$ cat src/rtl/argmax_collector_pkg.sv
// argmax_collector_pkg
//   Shared definitions for the argmax collector and the dense layer feeding it:
//   FSM state encoding and default frame geometry.
//   Configuration macro: ARGMAX_READBACK_EN (used by argmax_collector, not here).

package argmax_collector_pkg;

    // Default frame geometry; the dense layer reuses these constants.
    localparam int unsigned OutCountDefault = 10;
    localparam int unsigned DataSizeDefault = 16;

    typedef enum logic [1:0] {
        StIdle    = 2'd0,
        StCollect = 2'd1,
        StDone    = 2'd2
    } argmax_state_e;

endpackage

$ cat src/rtl/signed_max_cmp.sv
// signed_max_cmp
//   Combinational signed two's-complement comparator.
//   Ports:
//     a_i  : candidate word
//     b_i  : current maximum
//     gt_o : high when a_i is strictly greater than b_i (signed)

module signed_max_cmp #(
    parameter int unsigned DATA_SIZE = 16
) (
    input  logic [DATA_SIZE-1:0] a_i,
    input  logic [DATA_SIZE-1:0] b_i,
    output logic                 gt_o
);

    always_comb begin
        gt_o = ($signed(a_i) > $signed(b_i));
    end

endmodule

$ cat src/rtl/argmax_collector.sv
// argmax_collector
//   Collects OUT_COUNT signed result words per classification frame and reports
//   the index and value of the largest one (ties keep the lowest index).
//   Configuration macro: ARGMAX_READBACK_EN adds a per-frame word store with a
//   registered readback port.
//   Ports:
//     clk      : clock, rising edge
//     rst      : synchronous active-high reset
//     start    : one-cycle pulse arming a new frame (honoured only in idle)
//     inValid  : qualifies dataIn, one cycle per result word
//     dataIn   : signed result word
//     busy     : high while collecting a frame
//     done     : one-cycle pulse after the last word of a frame is accepted
//     classIdx : index of the maximum word, held between frames
//     maxValue : maximum word, held between frames
//     rdAdr    : readback address (ARGMAX_READBACK_EN only)
//     rdData   : registered readback word, one-cycle latency (ARGMAX_READBACK_EN only)

module argmax_collector
    import argmax_collector_pkg::*;
#(
    parameter int unsigned OUT_COUNT = OutCountDefault,
    parameter int unsigned DATA_SIZE = DataSizeDefault,
    localparam int unsigned IdxW     = (OUT_COUNT > 1) ? $clog2(OUT_COUNT) : 1
) (
    input  logic                 clk,
    input  logic                 rst,
    input  logic                 start,
    input  logic                 inValid,
    input  logic [DATA_SIZE-1:0] dataIn,
    output logic                 busy,
    output logic                 done,
    output logic [IdxW-1:0]      classIdx,
    output logic [DATA_SIZE-1:0] maxValue
`ifdef ARGMAX_READBACK_EN
    ,
    input  logic [IdxW-1:0]      rdAdr,
    output logic [DATA_SIZE-1:0] rdData
`endif
);

    localparam logic [IdxW-1:0] LastIdx = IdxW'(OUT_COUNT - 1);

    argmax_state_e        state_q, state_d;
    logic [IdxW-1:0]      cnt_q, cnt_d;
    logic [IdxW-1:0]      class_idx_q, class_idx_d;
    logic [DATA_SIZE-1:0] max_value_q, max_value_d;
    logic                 accept;
    logic                 is_gt;

    signed_max_cmp #(
        .DATA_SIZE (DATA_SIZE)
    ) u_cmp (
        .a_i  (dataIn),
        .b_i  (max_value_q),
        .gt_o (is_gt)
    );

    always_comb begin
        state_d     = state_q;
        cnt_d       = cnt_q;
        class_idx_d = class_idx_q;
        max_value_d = max_value_q;
        accept      = 1'b0;
        unique case (state_q)
            StIdle: begin
                // A word arriving with start belongs to no frame and is dropped.
                if (start) begin
                    state_d = StCollect;
                    cnt_d   = '0;
                end
            end
            StCollect: begin
                if (inValid) begin
                    accept = 1'b1;
                    // First word loads unconditionally; later ones need strict win.
                    if ((cnt_q == '0) || is_gt) begin
                        max_value_d = dataIn;
                        class_idx_d = cnt_q;
                    end
                    if (cnt_q == LastIdx) begin
                        state_d = StDone;
                    end else begin
                        cnt_d = cnt_q + 1'b1;
                    end
                end
            end
            StDone: begin
                state_d = StIdle;
            end
            default: begin
                state_d = StIdle;
            end
        endcase
    end

    always_ff @(posedge clk) begin
        if (rst) begin
            state_q     <= StIdle;
            cnt_q       <= '0;
            class_idx_q <= '0;
            max_value_q <= '0;
        end else begin
            state_q     <= state_d;
            cnt_q       <= cnt_d;
            class_idx_q <= class_idx_d;
            max_value_q <= max_value_d;
        end
    end

    always_comb begin
        busy     = (state_q == StCollect);
        done     = (state_q == StDone);
        classIdx = class_idx_q;
        maxValue = max_value_q;
    end

`ifdef ARGMAX_READBACK_EN
    logic [DATA_SIZE-1:0] mem_q [OUT_COUNT];
    logic [DATA_SIZE-1:0] mem_d [OUT_COUNT];
    logic [DATA_SIZE-1:0] rd_data_q, rd_data_d;

    always_comb begin
        mem_d = mem_q;
        if (accept) begin
            mem_d[cnt_q] = dataIn;
        end
        // Addresses beyond the frame read as zero.
        rd_data_d = '0;
        if (32'(rdAdr) < OUT_COUNT) begin
            rd_data_d = mem_q[rdAdr];
        end
    end

    always_ff @(posedge clk) begin
        if (rst) begin
            for (int i = 0; i < int'(OUT_COUNT); i++) begin
                mem_q[i] <= '0;
            end
            rd_data_q <= '0;
        end else begin
            mem_q     <= mem_d;
            rd_data_q <= rd_data_d;
        end
    end

    assign rdData = rd_data_q;
`else
    // No word store in this build; accept only drives the argmax registers.
    logic unused_accept;
    assign unused_accept = accept;
`endif

endmodule

$ cat config.mk
export PLATFORM = sky130hd
export DESIGN_NAME = argmax_collector
export DESIGN_NICKNAME = d
export VERILOG_FILES = /design/src/rtl/argmax_collector_pkg.sv /design/src/rtl/signed_max_cmp.sv /design/src/rtl/argmax_collector.sv
export SDC_FILE = /design/constraint.sdc
export NUM_CORES = 1
export LEC_CHECK = 0
export CAP_MARGIN = 20
export CELL_PAD_IN_SITES_DETAIL_PLACEMENT = 1
export CELL_PAD_IN_SITES_GLOBAL_PLACEMENT = 1
export CORE_MARGIN = 3
export CORE_UTILIZATION = 36
export CTS_CLUSTER_SIZE = 24
export DETAILED_ROUTE_END_ITERATION = 6
export PLACE_DENSITY = 0.86
export SLEW_MARGIN = 0
export SYNTH_ARGS = -nofsm -noshare
export SYNTH_HDL_FRONTEND = slang
export SYNTH_HIERARCHICAL = 1
export SYNTH_SLANG_ARGS = --single-unit
$ cat constraint.sdc
create_clock -name clk -period 3.26 [get_ports clk]
set_clock_uncertainty 0.05 [all_clocks]
set_input_delay 0.978 -clock clk [delete_from_list [all_inputs] [get_ports clk]]
set_output_delay 0.978 -clock clk [all_outputs]
set_load 0.01 [all_outputs]
# Word level (Yosys, flattened, before mapping)
# Cells that the tools add are included.
dict set report word_totals {
  regBits 26
  input_bits 20
  output_inout_bits 22
  word_cells 28
}
dict set report op_classes {
  add_sub_neg 1
  n_lt_le_gt_ge 1
  n_eq_ne 7
  mux 8
  reduce_logical 7
}
# cell n
set op_table {}
lappend op_table {{$gt A16 B16 Y1} 1}
lappend op_table {{$mux W4} 3}
lappend op_table {{$pmux W4 S2} 1}
lappend op_table {{$mux W2} 3}
lappend op_table {{$ne A2 B2 Y1 const B} 3}
lappend op_table {{$reduce_and A3 Y1} 2}
lappend op_table {{$add A4 B1 Y4 const B} 1}
lappend op_table {{$eq A4 B4 Y1 const B} 1}
lappend op_table {{$logic_not A4 Y1} 1}
lappend op_table {{$pmux W2 S2} 1}
lappend op_table {{$reduce_and A4 Y1} 1}
lappend op_table {{$eq A2 B1 Y1 const B} 1}
lappend op_table {{$eq A2 B2 Y1 const B} 1}
lappend op_table {{$logic_not A2 Y1} 1}
lappend op_table {{$ne A2 B1 Y1 const B} 1}
lappend op_table {{$reduce_bool A2 Y1} 1}
lappend op_table {{$logic_or A1 B1 Y1} 1}

# Logic depth before layout (Yosys ltp)
# Gate-level depths: netlist (run 1).
dict set report depth {
  ltp_word 4
  mapped_depth 10
  mapped_depth_nobuf 8
}

# Hierarchy
# Netlist (run 1), hierarchy kept.
# mod instances cells_per_inst area_each_um2 seq_area_each_um2
set modules_own_cells {}
lappend modules_own_cells {argmax_collector 1 126 1300.0 520.5}
lappend modules_own_cells {signed_max_cmp 1 58 416.6 0.0}

# Worst setup path after synthesis (run 1)
# Ideal clock, no wire load.
dict set report synth_path {
  kind {input to register}
  start {input dataIn[15]}
  end {register class_idx_q[2], in the netlist classIdx[2]}
  setup_time_ns 0.119
  arrival_ns 2.672
  required_time_ns 3.091
  path_slack_ns 0.418
  stages 9
  n_path_buf 2
  cell_sequence {ha_1 -> nand4_2 -> or4_1 -> o21ai_0 -> a31oi_1 -> o21ba_4 -> buf_12 -> buf_12 -> mux2i_1}
}
dict set report synth_via {
  elab_chain_cells 3
}
# element line_no
set synth_rtl {}
lappend synth_rtl {{from (decl)} argmax_collector.sv:30} ;# input logic [DATA_SIZE-1:0] dataIn,
lappend synth_rtl {{$gt A16 B16 Y1} signed_max_cmp.sv:17} ;# gt_o = ($signed(a_i) > $signed(b_i));
lappend synth_rtl {{net is_gt} argmax_collector.sv:49} ;# logic is_gt;
lappend synth_rtl {{$logic_or A1 B1 Y1} argmax_collector.sv:77} ;# if ((cnt_q == '0) || is_gt) begin
lappend synth_rtl {{$reduce_and A3 Y1 (no source line)} n/a}
lappend synth_rtl {{to (signal assigned)} argmax_collector.sv:106} ;# class_idx_q <= class_idx_d;
lappend synth_rtl {{to (decl)} argmax_collector.sv:46} ;# logic [IdxW-1:0] class_idx_q, class_idx_d;
# The timed path passes the listed nets, and every way through them passes these cells.
# A chain may end at the register's enable or synchronous reset.

# Worst setup path in the final report (run 1)
dict set report layout_path {
  start {input dataIn[1]}
  end {register max_value_q[15], in the netlist maxValue[15]}
}
dict set report layout_via {
  elab_chain_cells 3
}
# element line_no
set layout_rtl {}
lappend layout_rtl {{$gt A16 B16 Y1} signed_max_cmp.sv:17}
lappend layout_rtl {{net is_gt} argmax_collector.sv:49}
lappend layout_rtl {{$logic_or A1 B1 Y1} argmax_collector.sv:77}
lappend layout_rtl {{$reduce_and A3 Y1 (no source line)} n/a}
lappend layout_rtl {{to (signal assigned)} argmax_collector.sv:107} ;# max_value_q <= max_value_d;
lappend layout_rtl {{to (decl)} argmax_collector.sv:47} ;# logic [DATA_SIZE-1:0] max_value_q, max_value_d;
# The timed path passes the listed nets, and every way through them passes these cells.

==> impl_metrics.env, run 1 <==
export IMPL_cts_tree="yes"
export IMPL_p_clk_share_pct=34.8
export IMPL_slowest_stage="clkdlybuf4s50_1"
export IMPL_p_sw_mw=0.188
export IMPL_power_frac_comb_pct=21.3
export IMPL_min_path_type="flop to flop"
export IMPL_rsz0062_at_grt="no"
export IMPL_viasPerCell=5.10
export IMPL_setup_viol=0
export IMPL_power_density_mw_per_mm2=346
export IMPL_num_antenna_cells=0
export IMPL_power_mw=0.773
export IMPL_syn_nets=223
export IMPL_initial_core_util_pct=38.4
export IMPL_fillers=521
export IMPL_worst_setup_path_end_kind="flop"
export IMPL_fin_crit_sh_pct=94.6
export IMPL_post_place_ws_ps=-136
export IMPL_grt_overflow=0
export IMPL_gp_congestion=0.783
export IMPL_netlist_instances=184
export IMPL_hold_violations=0
export IMPL_die_height_um=75.1
export IMPL_intPower_mw=0.585
export IMPL_cts_max_level=1
export IMPL_ys_ff_latch=26
export IMPL_ctsHoldBuffers=0
export IMPL_clock_sinks=26
export IMPL_critical_path_class="input pin to flop"
export IMPL_row_count=24
export IMPL_cp_depth=8
export IMPL_grt_usage_pct=14.6
export IMPL_insertion_delay_ps=270
export IMPL_worst_pin_slew_ps=402
export IMPL_p_sw_share_pct=24.4
export IMPL_final_seq_area_um2=520
export IMPL_clk_root_buffer_cell="clkbuf_8"
export IMPL_synth_area_leader_cell="dfxtp_1"
export IMPL_status="complete, no violations"
export IMPL_vias=1417
export IMPL_grt_pass1_vias=1465
export IMPL_first_iter_violations=35
export IMPL_p_leak_nw=0.841
export IMPL_drv_cap=0
export IMPL_clkTransAtPathRegs_ps=100
export IMPL_crit_path_start_kind="input pin"
export IMPL_final_cells=278
export IMPL_relSlewSlack_pct=73.2
export IMPL_cts_resized=0
export IMPL_path_delay_family="compound AO/OA/AOI/OAI gates"
export IMPL_drcViolationCount=0
export IMPL_required_ps=3420
export IMPL_finalWorstSetupSlack_ps=175
export IMPL_core_mm2=0.00447
export IMPL_ys_seq_area_share_pct=30.3
export IMPL_dp_cells=274
export IMPL_syn_area_per_cell_um2=9.33
export IMPL_cts_setup_buffers=0
export IMPL_fin_setup_tns_ps=0
export IMPL_cp_data_arrival_time_ps=3240
export IMPL_reg2regPathDepth=8
export IMPL_portBuffers=41
export IMPL_grt_max_degree=27
export IMPL_wirelength_mm=3.92
export IMPL_final_min_clock_period_ps=3090
export IMPL_die_area_mm2=0.00563
export IMPL_multiInputGateArea_mm2=0.00106
export IMPL_max_freq_ghz=0.324
export IMPL_die_width_um=75.1
export IMPL_vdd_ir_drop_max_uv=289
export IMPL_yosysWarnings=6
export IMPL_cp_num_buf_inv=1
export IMPL_cts_buffers=3
export IMPL_synth_top_area_share_pct=30.3
export IMPL_netlist_cell_type_count=39
export IMPL_antenna_left=0
export IMPL_path_cells="clkdlybuf4s50_1 -> ha_1 -> nor2b_1 -> o211ai_1 -> a2111o_1 -> a31oi_1 -> o21ba_4 -> mux2i_1"
export IMPL_ioPinCount=42
export IMPL_antenna_found_initial=0
export IMPL_layout_nets=266
export IMPL_pwr_share_seq_pct=43.9
export IMPL_clk_path_buf_depth=2
export IMPL_drive_above_1_share_pct=7.08
export IMPL_maxSlewViolCount=0
export IMPL_hold_slack_ps=435
export IMPL_ys_top_cells_by_area="dfxtp_1, nand2b_1, ha_1"
export IMPL_hold_depth=2
export IMPL_dp_hpwl_mm=2.91
export IMPL_mappedNetlistArea_mm2=0.00172
export IMPL_crit_path_max_incr_delay_ps=440
export IMPL_route_detailed_wl_per_inst_um=14.1
export IMPL_syn_to_final_growth_pct=30.2
export IMPL_first_pass_iters=4
export IMPL_path_max_fanout=17
export IMPL_grt_pass1_wl_mm=6.52
## cell usage after synthesis, drive strengths merged
master,number
ha,19
a21oi,6
inv,21
nor3b,1
nand3b,1
a2bb2oi,1
buf,2
a31oi,1
clkbuf,5
o21ba,2
a21o,1
nor2,3
nor3,1
a31o,1
dfxtp,26
a2111o,1
mux2i,21
or3b,1
o21bai,1
o21ai,2
nand4,4
nor2b,3
o21a,1
nand2b,41
and2b,1
or4,2
o221ai,1
or2,2
nand2,4
a311oi,1
o22ai,1
nand3,2
o211ai,1
nor4,1
o32ai,2
## flip-flops by register name, summed over array words and instances (netlist names)
name,cells
classIdx,4
cnt_q,4
maxValue,16
state_q,2
## power by group through the flow
stage	sequential (mW)	clock, mW	combinational, mW
after detailed placement	0.347	0	0.164
final	0.339	0.269	0.165
after global routing	0.341	0.288	0.184
after floorplan	0.349	0	0.0964
after CTS	0.340	0.278	0.167
after global placement	0.347	0	0.160
## per-layer routing
metal,vias up,wire [um],global-route usage [%]
met2,31,1940,26.0
met1,674,1790,18.1
met3,4,149,3.20
met4,0,44,3.16
li1,708,-,-
met5,-,0,0
## tightest hold or removal path, delay by kind of cell, from the launching register on
family	cells	cell delay, ps
flops	1	320
mux	1	60
simple gates	1	60
## worst paths after layout
path / to / slack [ps] / startpoint
max: maxValue[15]$_SDFFE_PP0P_ / 170 / dataIn[1]
min: classIdx[1]$_SDFFE_PP0P_ / 440 / classIdx[1]$_SDFFE_PP0P_
max reg2reg: maxValue[15]$_SDFFE_PP0P_ / 940 / maxValue[1]$_SDFFE_PP0P_
min reg2reg: classIdx[1]$_SDFFE_PP0P_ / 440 / classIdx[1]$_SDFFE_PP0P_
## cells in the final DEF (no fill, tap or decap), types with 3 or more instances in the layout
cell	count
a21oi_1	6
buf_4	4
clkbuf_8	3
clkdlybuf4s50_1	41
dfxtp_1	26
ha_1	19
inv_1	21
mux2i_1	21
nand2_1	4
nand2b_1	41
nand4_1	3
nor2_1	3
nor2b_1	3
## logic make-up (layout without fill, tap and decap cells)
logic type | count (synthesis) | in the layout | share of synthesized area [%]
simple gates | 67 | 67 | 24.8
compound gates | 23 | 23 | 10.8
buf+inv | 28 | 70 | 8.02
mux | 21 | 21 | 12.2
flops | 26 | 26 | 30.3
fa+ha+maj | 19 | 19 | 13.8
## stage by stage
step | area [um2] | utilization (%)
6_report | 2230 | 49.9
5_1_grt | 2230 | 49.9
4_1_cts | 2230 | 49.9
3_5_place_dp | 2160 | 48.4
3_3_place_gp | 2160 | 48.4
2_1_floorplan | 1720 | -
## layout make-up
class	instances	area share, %
multi-input cells	130	47.4
flip-flops and latches	26	23.3
repair buffers	45	19.7
inverters	21	3.53
well taps	52	2.91
clock buffers	3	1.85
clock inverters	1	1.34
Note: power is estimated with default switching activity, not from simulation.
==> run 2, diff against run 1 <==
--- a/config.mk
+++ b/config.mk
@@ -8,11 +8,11 @@
 export CAP_MARGIN = 20
 export CELL_PAD_IN_SITES_DETAIL_PLACEMENT = 1
 export CELL_PAD_IN_SITES_GLOBAL_PLACEMENT = 1
-export CORE_MARGIN = 3
+export CORE_MARGIN = 4
 export CORE_UTILIZATION = 36
 export CTS_CLUSTER_SIZE = 24
 export DETAILED_ROUTE_END_ITERATION = 6
-export PLACE_DENSITY = 0.86
+export PLACE_DENSITY_LB_ADDON = 0.1
 export SLEW_MARGIN = 0
 export SYNTH_ARGS = -nofsm -noshare
 export SYNTH_HDL_FRONTEND = slang
==> impl_metrics.env, run 2 (synthesized netlist as in run 1, its figures left out) <==
export IMPL_status="complete, no violations"
export IMPL_r2r_end="maxValue[5]$_SDFFE_PP0P_"
export IMPL_p_clk_share_pct=35.1
export IMPL_cts_max_level=1
export IMPL_power_mw=0.794
export IMPL_grt_pass1_vias=1518
export IMPL_worstSetupEndpoint="maxValue[5]$_SDFFE_PP0P_"
export IMPL_vdd_ir_drop_max_uv=148
export IMPL_wirelength_mm=4.08
export IMPL_grt_max_degree=32
export IMPL_fin_crit_sh_pct=92.4
export IMPL_drv_cap=0
export IMPL_cp_data_arrival_time_ps=3170
export IMPL_setup_viol=0
export IMPL_gp_congestion=0.781
export IMPL_crit_path_max_incr_delay_ps=440
export IMPL_finalWorstSetupSlack_ps=248
export IMPL_cts_buffers=3
export IMPL_cp_depth=9
export IMPL_row_count=24
export IMPL_clock_sinks=26
export IMPL_core_mm2=0.00447
export IMPL_num_antenna_cells=0
export IMPL_grt_pass1_wl_mm=7.02
export IMPL_reg2regPathDepth=9
export IMPL_initial_core_util_pct=38.4
export IMPL_r2r_start="maxValue[10]$_SDFFE_PP0P_"
export IMPL_cts_tree="yes"
export IMPL_cts_setup_buffers=0
export IMPL_min_path_type="flop to flop"
export IMPL_die_width_um=77.1
export IMPL_post_place_ws_ps=-39.0
export IMPL_path_cells="clkdlybuf4s50_1 -> ha_1 -> nand4_1 -> buf_4 -> a2111o_1 -> a31oi_1 -> o21ba_4 -> buf_12 -> mux2i_1"
export IMPL_power_density_mw_per_mm2=346
export IMPL_reg2reg_slack_ps=990
export IMPL_p_sw_share_pct=25.2
export IMPL_worst_pin_slew_ps=469
export IMPL_fin_setup_tns_ps=0
export IMPL_grt_overflow=0
export IMPL_p_sw_mw=0.200
export IMPL_dpl_cell_area_mm2=0.00223
export IMPL_hold_depth=2
export IMPL_fillers=512
export IMPL_route_detailed_wl_per_inst_um=14.4
export IMPL_clk_path_buf_depth=2
export IMPL_layout_nets=271
export IMPL_antenna_found_initial=0
export IMPL_insertion_delay_ps=280
export IMPL_intPower_mw=0.594
export IMPL_design_area_mm2=0.00230
export IMPL_first_pass_iters=4
export IMPL_ctsHoldBuffers=0
export IMPL_worst_setup_path_end_kind="flop"
export IMPL_required_ps=3420
export IMPL_rsz0062_at_grt="no"
export IMPL_antenna_left=0
export IMPL_max_freq_ghz=0.332
export IMPL_portBuffers=41
export IMPL_crit_path_start_kind="input pin"
export IMPL_first_iter_violations=39
export IMPL_viasPerCell=5.05
export IMPL_largest_reg_flops=16
export IMPL_cts_resized=0
export IMPL_vias=1429
export IMPL_ioPinCount=42
export IMPL_mostFrequentLayoutCells="nand2b_1, clkdlybuf4s50_1, dfxtp_1"
export IMPL_syn_to_final_growth_pct=33.8
export IMPL_crit_start="dataIn[11]"
export IMPL_die_area_mm2=0.00594
export IMPL_pwr_share_seq_pct=42.7
export IMPL_critical_path_class="input pin to flop"
export IMPL_power_frac_comb_pct=22.2
export IMPL_die_height_um=77.1
export IMPL_path_delay_family="compound AO/OA/AOI/OAI gates"
export IMPL_final_min_clock_period_ps=3010
export IMPL_slowest_stage="clkdlybuf4s50_1"
export IMPL_dp_hpwl_mm=3.26
export IMPL_final_seq_area_um2=520
export IMPL_maxSlewViolCount=0
export IMPL_grt_usage_pct=14.4
export IMPL_hold_violations=0
export IMPL_path_max_fanout=8
export IMPL_clkTransAtPathRegs_ps=110
export IMPL_relSlewSlack_pct=68.7
export IMPL_p_leak_nw=0.871
export IMPL_cp_num_buf_inv=3
export IMPL_multiInputGateArea_mm2=0.00106
export IMPL_clk_root_buffer_cell="clkbuf_8"
export IMPL_drcViolationCount=0
export IMPL_drive_above_1_share_pct=9.09
## run 2: cell types whose count changed in the layout (fill, tap and decap cells not counted), sizes merged
| cell | delta |
|---|---|
| buf | +5 |
## run 2: worst min path at each step
stage | startpoint | end | slack (ps)
finish | classIdx[3]$_SDFFE_PP0P_ | classIdx[3]$_SDFFE_PP0P_ | 440
global route | maxValue[9]$_SDFFE_PP0P_ | maxValue[9]$_SDFFE_PP0P_ | 470
CTS | classIdx[3]$_SDFFE_PP0P_ | classIdx[3]$_SDFFE_PP0P_ | 440
detailed placement | classIdx[3]$_SDFFE_PP0P_ | classIdx[3]$_SDFFE_PP0P_ | 420
global placement | classIdx[0]$_SDFFE_PP0P_ | classIdx[0]$_SDFFE_PP0P_ | 410
floorplan | cnt_q[2]$_SDFFE_PP0P_ | state_q[1]$_SDFFE_PP0P_ | 430
## run 2: area by class of cell
class	instances	area share (%)
repair buffers	50	21.9
multi-input cells	130	46.1
inverters	21	3.43
clock buffers	3	1.80
flip-flops and latches	26	22.7
well taps	52	2.83
clock inverters	1	1.31
## run 2: through the flow
| stage | utilization [%] | hold WS (ps) | instances |
|---|---|---|---|
| 2_1_floorplan | - | 435 | 184 |
| 3_3_place_gp | 49.7 | 413 | 279 |
| 3_5_place_dp | 49.7 | 425 | 279 |
| 4_1_cts | 51.3 | 443 | 283 |
| 5_1_grt | 51.3 | 475 | 283 |
| 6_report | 51.3 | 438 | 283 |
## run 2: tightest hold or removal path, stage by stage (launching register included)
cell,delay [ps]
dfxtp_1,330
nand2b_1,70
mux2i_1,60
## run 2: metal layers
| layer | global-route usage, % | part of all wire, % | vias up |
|---|---|---|---|
| met3 | 2.34 | 3.1 | 5 |
| met2 | 25.3 | 50 | 27 |
| met1 | 17.8 | 46 | 680 |
| met4 | 4.80 | 1.4 | 0 |
| met5 | 0 | 0 | - |
| li1 | - | - | 717 |
## run 2: power by group through the flow
| stage | Clock [mW] | Sequential, mW | Combinational (mW) |
|---|---|---|---|
| CTS | 0.288 | 0.339 | 0.179 |
| global placement | 0 | 0.345 | 0.172 |
| detailed placement | 0 | 0.347 | 0.178 |
| floorplan | 0 | 0.349 | 0.0964 |
| global route | 0.299 | 0.342 | 0.195 |
| finish | 0.279 | 0.339 | 0.176 |
==> run 3, diff against run 2 <==
--- a/config.mk
+++ b/config.mk
@@ -8,10 +8,11 @@
 export CAP_MARGIN = 20
 export CELL_PAD_IN_SITES_DETAIL_PLACEMENT = 1
 export CELL_PAD_IN_SITES_GLOBAL_PLACEMENT = 1
-export CORE_MARGIN = 4
+export CORE_MARGIN = 2
 export CORE_UTILIZATION = 36
 export CTS_CLUSTER_SIZE = 24
 export DETAILED_ROUTE_END_ITERATION = 6
+export GPL_ROUTABILITY_DRIVEN = 0
 export PLACE_DENSITY_LB_ADDON = 0.1
 export SLEW_MARGIN = 0
 export SYNTH_ARGS = -nofsm -noshare
==> impl_metrics.env, run 3 (synthesized netlist as in run 1, its figures left out) <==
export IMPL_relSlewSlack_pct=71.6
export IMPL_syn_to_final_growth_pct=32.1
export IMPL_pwr_share_seq_pct=46.0
export IMPL_die_width_um=73.1
export IMPL_grt_usage_pct=16.1
export IMPL_post_place_ws_ps=-36.4
export IMPL_setup_viol=0
export IMPL_grt_max_degree=37
export IMPL_first_iter_violations=35
export IMPL_crit_path_max_incr_delay_ps=520
export IMPL_max_freq_ghz=0.335
export IMPL_final_min_clock_period_ps=2980
export IMPL_worst_setup_path_end_kind="flop"
export IMPL_insertion_delay_ps=280
export IMPL_power_mw=0.737
export IMPL_core_mm2=0.00466
export IMPL_min_path_type="flop to flop"
export IMPL_cts_setup_buffers=0
export IMPL_hold_slack_ps=446
export IMPL_slowest_stage="or4_1"
export IMPL_p_clk_share_pct=30.5
export IMPL_clkTransAtPathRegs_ps=90
export IMPL_vdd_ir_drop_max_uv=139
export IMPL_die_height_um=73.1
export IMPL_wirelength_mm=4.02
export IMPL_num_antenna_cells=0
export IMPL_antenna_found_initial=0
export IMPL_power_density_mw_per_mm2=325
export IMPL_reg2reg_slack_ps=1020
export IMPL_route_detailed_wl_per_inst_um=14.2
export IMPL_first_pass_iters=4
export IMPL_drcViolationCount=0
export IMPL_clock_sinks=26
export IMPL_ctsHoldBuffers=0
export IMPL_power_frac_comb_pct=23.5
export IMPL_grt_overflow=0
export IMPL_cts_tree="yes"
export IMPL_whs_endpoint="classIdx[3]$_SDFFE_PP0P_"
export IMPL_hold_depth=2
export IMPL_cp_data_arrival_time_ps=3100
export IMPL_dp_hpwl_mm=3.18
export IMPL_fillers=552
export IMPL_antenna_left=0
export IMPL_ioPinCount=42
export IMPL_intPower_mw=0.535
export IMPL_rsz0062_at_grt="no"
export IMPL_maxSlewViolCount=0
export IMPL_mostFrequentLayoutCells="nand2b_1, clkdlybuf4s50_1, dfxtp_1"
export IMPL_grt_pass1_wl_mm=6.83
export IMPL_p_leak_nw=0.855
export IMPL_viasPerCell=4.96
export IMPL_worst_hold_startpoint="classIdx[3]$_SDFFE_PP0P_"
export IMPL_drv_cap=0
export IMPL_p_sw_share_pct=27.4
export IMPL_largest_reg_flops=16
export IMPL_clk_root_buffer_cell="clkbuf_8"
export IMPL_fin_setup_tns_ps=0
export IMPL_p_sw_mw=0.202
export IMPL_initial_core_util_pct=36.8
export IMPL_clk_path_buf_depth=2
export IMPL_fin_crit_sh_pct=91.5
export IMPL_cts_resized=0
export IMPL_crit_start="dataIn[15]"
export IMPL_die_area_mm2=0.00534
export IMPL_cts_buffers=3
export IMPL_vias=1403
export IMPL_hold_violations=0
export IMPL_r2r_end="maxValue[7]$_SDFFE_PP0P_"
export IMPL_r2r_start="maxValue[11]$_SDFFE_PP0P_"
export IMPL_worst_pin_slew_ps=425
export IMPL_path_cells="clkdlybuf4s50_1 -> ha_1 -> nand4_2 -> or4_1 -> o21ai_0 -> a31oi_1 -> o21ba_4 -> buf_12 -> mux2i_1"
export IMPL_crit_path_start_kind="input pin"
export IMPL_row_count=25
export IMPL_critical_path_class="input pin to flop"
export IMPL_reg2regPathDepth=9
export IMPL_portBuffers=41
export IMPL_path_max_fanout=9
export IMPL_finalWorstSetupSlack_ps=277
export IMPL_drive_above_1_share_pct=8.30
export IMPL_layout_nets=269
export IMPL_status="complete, no violations"
export IMPL_grt_pass1_vias=1485
export IMPL_required_ps=3380
export IMPL_cts_max_level=1
==> run 3: changes by cell type in the layout (fill, tap and decap cells not counted), sizes merged <==
cell	delta
buf	-2
bufinv	-1
clkbuf	+1
==> run 3: power by group through the flow <==
stage,combinational (mW),sequential [mW],clock (mW)
5_1_grt,0.192,0.341,0.248
2_1_floorplan,0.0964,0.349,0
3_3_place_gp,0.171,0.345,0
3_5_place_dp,0.176,0.347,0
6_report,0.173,0.339,0.225
4_1_cts,0.177,0.339,0.232
==> run 3: how the worst max path moves through the flow <==
stage,endpoint
after floorplan,classIdx[2]$_SDFFE_PP0P_
after global placement,maxValue[14]$_SDFFE_PP0P_
after detailed placement,maxValue[2]$_SDFFE_PP0P_
after CTS,maxValue[7]$_SDFFE_PP0P_
after global routing,maxValue[7]$_SDFFE_PP0P_
final,maxValue[7]$_SDFFE_PP0P_
==> run 3: metal layers <==
layer / up-vias / wire length, um / track usage (%)
met1: 661 / 1870 / 21.1
met5: - / 0 / 0
met4: 0 / 34 / 4.94
met3: 4 / 125 / 2.49
met2: 23 / 1990 / 27.2
li1: 715 / - / -
==> run 3: critical path, delay by kind of cell <==
| kind | cells | cell delay (ps) |
|---|---|---|
| and+or+nand+nor | 2 | 640 |
| AOI/OAI and AO/OA | 3 | 440 |
| muxes | 1 | 120 |
| buffers and inverters | 2 | 600 |
| adders and majority gates | 1 | 330 |
==> run 3: area by class of cell <==
type	instances	area [um2]	area share, %
tap	54	67.6	2.98
inverter	21	78.8	3.47
timing repair buffer	48	488	21.5
sequential	26	520	22.9
multi-input combinational	130	1060	46.7
clock buffer	4	55.1	2.43
==> run 3: through the flow <==
stage               instances  utilization [%]  area, um2
finish                    283             48.7       2270
global route              283             48.7       2270
CTS                       283             48.7       2270
detailed placement        279             47.5       2210
global placement          279             47.5       2210
floorplan                 184                -       1720
